<file path="config.mk">
export PLATFORM = sky130hd
export DESIGN_NAME = pipe_stage_buf
export DESIGN_NICKNAME = d
export VERILOG_FILES = /design/src/rtl/pipe_stage_buf.sv
export SDC_FILE = /design/constraint.sdc
export NUM_CORES = 1
export LEC_CHECK = 0
export ABC_AREA = 1
export CAP_MARGIN = 10
export CELL_PAD_IN_SITES_DETAIL_PLACEMENT = 1
export CELL_PAD_IN_SITES_GLOBAL_PLACEMENT = 1
export CORE_MARGIN = 2
export CORE_UTILIZATION = 34
export DETAILED_ROUTE_END_ITERATION = 16
export PLACE_DENSITY_LB_ADDON = 0.1
export SYNTH_ARGS = -nofsm -noshare
export SYNTH_HDL_FRONTEND = slang
export SYNTH_SLANG_ARGS = --single-unit
</file>
<file path="constraint.sdc">
create_clock -name clk -period 1.6 [get_ports clk]
set_input_delay 0.16 -clock clk [delete_from_list [all_inputs] [get_ports clk]]
set_output_delay 0.16 -clock clk [all_outputs]
set_load 0.05 [all_outputs]
</file>
<file path="src/rtl/pipe_stage_buf.sv">
// Two-entry skid buffer pipeline stage. in_ready depends only on registered
// state, so out_ready never reaches in_ready combinationally.
module pipe_stage_buf #(
    parameter int WIDTH          = 64,
    parameter bit CLEAR_ON_FLUSH = 1'b1
) (
    input  logic             clk,
    input  logic             rst,
    input  logic             flush,
    input  logic             in_valid,
    input  logic [WIDTH-1:0] in_data,
    output logic             in_ready,
    output logic             out_valid,
    output logic [WIDTH-1:0] out_data,
    input  logic             out_ready,
    output logic [1:0]       count
);

    typedef enum logic [1:0] {
        EMPTY = 2'd0,
        ONE   = 2'd1,
        FULL  = 2'd2
    } state_t;

    state_t           state;
    logic [WIDTH-1:0] main_q;
    logic [WIDTH-1:0] skid_q;
    logic             in_ready_q;
    logic             out_valid_q;
    logic [1:0]       count_q;
    logic             in_fire;
    logic             out_fire;

    assign in_fire   = in_valid && in_ready_q;
    assign out_fire  = out_valid_q && out_ready;
    assign in_ready  = in_ready_q;
    assign out_valid = out_valid_q;
    assign out_data  = main_q;
    assign count     = count_q;

    // Handshake flags and count are registered alongside the state so every
    // output comes straight from a flop.
    always_ff @(posedge clk) begin
        if (!rst) begin
            state       <= EMPTY;
            main_q      <= '0;
            skid_q      <= '0;
            count_q     <= 2'd0;
            in_ready_q  <= 1'b1;
            out_valid_q <= 1'b0;
        end else if (flush) begin
            state       <= EMPTY;
            count_q     <= 2'd0;
            in_ready_q  <= 1'b1;
            out_valid_q <= 1'b0;
            if (CLEAR_ON_FLUSH) begin
                main_q <= '0;
                skid_q <= '0;
            end
        end else begin
            case (state)
                EMPTY: begin
                    if (in_fire) begin
                        main_q      <= in_data;
                        state       <= ONE;
                        count_q     <= 2'd1;
                        out_valid_q <= 1'b1;
                    end
                end
                ONE: begin
                    if (in_fire && out_fire) begin
                        main_q <= in_data;
                    end else if (in_fire) begin
                        // Main keeps the older beat; the newer one waits in skid.
                        skid_q     <= in_data;
                        state      <= FULL;
                        count_q    <= 2'd2;
                        in_ready_q <= 1'b0;
                    end else if (out_fire) begin
                        state       <= EMPTY;
                        count_q     <= 2'd0;
                        out_valid_q <= 1'b0;
                    end
                end
                FULL: begin
                    if (out_fire) begin
                        main_q     <= skid_q;
                        state      <= ONE;
                        count_q    <= 2'd1;
                        in_ready_q <= 1'b1;
                    end
                end
                default: begin
                    state       <= EMPTY;
                    count_q     <= 2'd0;
                    in_ready_q  <= 1'b1;
                    out_valid_q <= 1'b0;
                end
            endcase
        end
    end

endmodule

</file>
## After elaboration in Yosys (flattened, before gate mapping)

Index checks and enable logic that the tools add are counted.
Widths: inputs -> output; s select.

- Equality and inequality tests: 10
- Muxes and demuxes: 19
- Bitwise gates (word level): 4
- Reduce and logical (&&, ||, !) cells: 11

Operators by type and width:

| kind | number |
|---|---|
| $mux 64 | 3 |
| $pmux 64 s3 | 1 |
| $ne 2x2->1 const B | 7 |
| $reduce_and 4->1 | 3 |
| $mux 2 | 5 |
| $mux 1 | 7 |
| $pmux 1 s3 | 2 |
| $pmux 2 s3 | 1 |
| $reduce_and 5->1 | 1 |
| $not 1->1 | 4 |
| $logic_and 1x1->1 | 3 |
| $ne 3x3->1 const B | 1 |
| $reduce_and 3->1 | 1 |
| $reduce_bool 3->1 | 1 |
| $eq 2x1->1 const B | 1 |
| $eq 2x2->1 const B | 1 |
| $logic_not 2->1 | 1 |
| $reduce_or 2->1 | 1 |

- Bits in registers: 132
- Input port bits: 69
- Output and inout bits: 68
- Logic and storage cells: 49

## Depth between registers and ports, before layout

- Word-level depth: 5
- Mapped depth: 9
- Gate-level depth less buffers: 7

## Worst setup path before layout

No wires, ideal clock.

- Path kind: register to register
- From: register out_valid_q, in the netlist out_valid
- To: register skid_q[24]
- Setup time: 0.128 ns
- Data arrival time: 1.547 ns
- Path slack: -0.075 ns
- Stages on the path, launching flop included: 8
- Path buffers: 2
- Period minus slack after synthesis: 1.675 ns
- Cell sequence: dfxtp_1 nand2_1 inv_1 nor2_1 nand2_1 buf_4 clkbuf_1 a21oi_1

- Cells in the longest elaborated chain, start to end: 4

RTL lines:

| what | line | source |
|---|---|---|
| from (decl) | 29 | `logic out_valid_q;` |
| from (signal assigned) | 50 | `out_valid_q <= 1'b0;` |
| from (signal assigned) | 55 | `out_valid_q <= 1'b0;` |
| from (signal assigned) | 67 | `out_valid_q <= 1'b1;` |
| $logic_and 1x1->1 | 35 | `assign out_fire = out_valid_q && out_ready;` |
| $logic_and 1x1->1 | 71 | `if (in_fire && out_fire) begin` |
| $not 1->1 (no source line) | -- |  |
| $reduce_and 3->1 (no source line) | -- |  |
| to (signal assigned) | 75 | `skid_q <= in_data;` |
| to (decl) | 27 | `logic [WIDTH-1:0] skid_q;` |

No other way between the ends.
A chain may end at the register's enable or synchronous reset.

==> results.cfg <==
[timing]
fmax_mhz = 682
holdWs_ns = 0.402
fin_setup_tns_ns = 0
relSlewSlack_pct = 81.2
finalCritPeriodShare_pct = 91.7
skew_ns = 0.00849
worst_slew_pin_slew_ns = 0.281
setup_ws_ns = 0.133
hold_viol_final = 0
rsz0062_at_grt = false
period_minus_slack_ns = 1.47
slew_viol_final = 0
setup_viol = 0

[global_route]
grt_pass1_vias = 5232
grt_first_pass_wirelength_um = 25200
grt_max_degree = 49
antenna_found_initial = 1
grt-ovfl-total = 0
grtUsageTotal_pct = 17.4

[setup_path]
crit_chain = nand2_1 > nor2_1 > buf_4 > nand2_4 > buf_12 > o21ai_0 > a21oi_1
rrSetupSlack_ns = 0.13
crit_family = flip-flops
crit_path_end_kind = flip-flop
slowest_stage = dfxtp_2
path_class = flip-flop to flip-flop
path_max_fanout = 41
path_buf_inv = 2
startpoint_type = flip-flop
crit_arrival_ns = 1.75
slowest_delay_ns = 0.43
critPathRequiredTime_ns = 1.89

[placed_design]
gp_congestion = 0.761
pre_cts_ws_ns = -0.0969
portBuffers = 136
dp_hpwl_um = 10000

[routing]
vias_per_cell = 4.52
routed_wirelength_um = 15500
wl_per_cell_um = 12.7
vias = 5482
firstDrtPassIters = 4
drt_iter0_drc = 182
ant_nets = 0
drc = 0

[min_path]
hold_class = primary input to flip-flop

[yosys]
synth_nets = 933
synth.area.top_cells = dfxtp_1, nand2_1, o21ai_0
synth_area_per_cell_um2 = 6.62
ys_seq_area_share_pct = 46.2
synth.distinct_cells = 15
syn_inst = 864
yosysTopAreaCell = dfxtp_1
ys_warn_count = 0
yosysTopAreaCellShare_pct = 46.2
synth_area_mm2 = 0.00572
synth.ff_latch_count = 132

[clocking]
htree_levels = 4
cts_buffer_depth = 2
cts_buffers = 17
root_buffer = clkbuf_16
path_clk_slew_ns = 0.05
cts_setup_buffers = 0
cts_sinks = 132
cts_tree = built
clk_latency_ns = 0.41

[power]
power_mw = 8.67
vdd_drop_max_mv = 0.701
powerDensity_mw_per_mm2 = 1100
p_leak_nw = 3.46

[floorplan]
rows = 47
ios = 137
start_util_pct = 34.6
core-area_mm2 = 0.0165
die_w_um = 134
die-area_mm2 = 0.0179
die_h_um = 134

[run]
maxCapViolCount = 0

[layout]
n_fill_cell = 2123
final_cell_mix = nand2_1, nor2_1, o21ai_0, inv_1, dfxtp_1
multi_input_area_mm2 = 0.00233
register_area_mm2 = 0.00265
mostFrequentLayoutCell = nand2_1
final_util_pct = 47.6
antenna_cells = 0
drive_gt1_share_pct = 12.7
syn2layout_area_growth_pct = 37.7
nets = 1052

[outcome]
run_status = complete, no violations
==> layer usage <==
metal	routed length, µm	global-route usage, %	up-vias	part of all wire [%]
met3	777	6.05	10	5.0
met4	118	4.43	2	0.76
met1	7310	21.5	2514	47
li1	-	-	2866	-
met5	13	0	-	0.084
met2	7240	29.0	90	47
==> cell type report <==
cell class | instances | area share (%)
repair buffers | 156 | 19.5
inverters | 134 | 6.39
clock buffers | 25 | 6.55
well taps | 220 | 3.50
multi-input cells | 542 | 29.6
clock inverters | 4 | 0.890
flip-flops and latches | 132 | 33.6
==> cell families (layout without fill, tap and decap cells) <==
family	Yosys count	after routing	share of synthesized area (%)
AO/OA/AOI/OAI	200	200	17.6
flip-flops	132	132	46.2
AND/OR/NAND/NOR	342	342	22.6
buffers and inverters	190	319	13.6
==> what timing repair did <==
item                                    in CTS  in global routing
gates resized for setup                      0                  1
endpoints found under the setup margin       0                  3
hold buffers                                 0                  0
==> worst reg2reg max path, stage by stage, from the launching register on <==
cell and delay, ns:
dfxtp_2 0.43, nand2_1 0.09, nor2_1 0.12, buf_4 0.13
nand2_4 0.09, buf_12 0.19, o21ai_0 0.23, a21oi_1 0.07
==> stage by stage <==
stage,cells,instance area (µm²)
after floorplan,864,5720
final,1213,7870
after global placement,1183,7260
after global routing,1213,7870
after CTS,1212,7850
after detailed placement,1183,7260
==> flip-flops by register name (all words and copies together), names as in the netlist <==
| signal | cells |
|---|---|
| skid_q | 64 |
| out_data | 64 |
| out_valid | 1 |
| in_ready | 1 |
| count | 2 |
==> synth_stat cells, drive strengths merged <==
library cell and n:
a21oi 66, buf 35, clkbuf 21, dfxtp 132, inv 134, nand2 202, nand3 5, nand4 1
nor2 134, o21ai 134
==> power by group <==
part / switching (mW) / internal [mW]
Clock: 1.36 / 2.51
Sequential: 0.0608 / 3.41
Combinational: 0.823 / 0.510
Total: 2.24 / 6.43
==> path summary, 6_finish.rpt <==
check,from,endpoint,cells past startpoint
setup reg to reg,count[0]$_SDFFE_PP0P_,skid_q[35]$_SDFFE_PP0P_,7
setup / recovery,count[0]$_SDFFE_PP0P_,skid_q[35]$_SDFFE_PP0P_,7
hold reg to reg,skid_q[63]$_SDFFE_PP0P_,skid_q[63]$_SDFFE_PP0P_,2
hold / removal,in_data[9],skid_q[9]$_SDFFE_PP0P_,3
(Power assumes the default switching activity.)
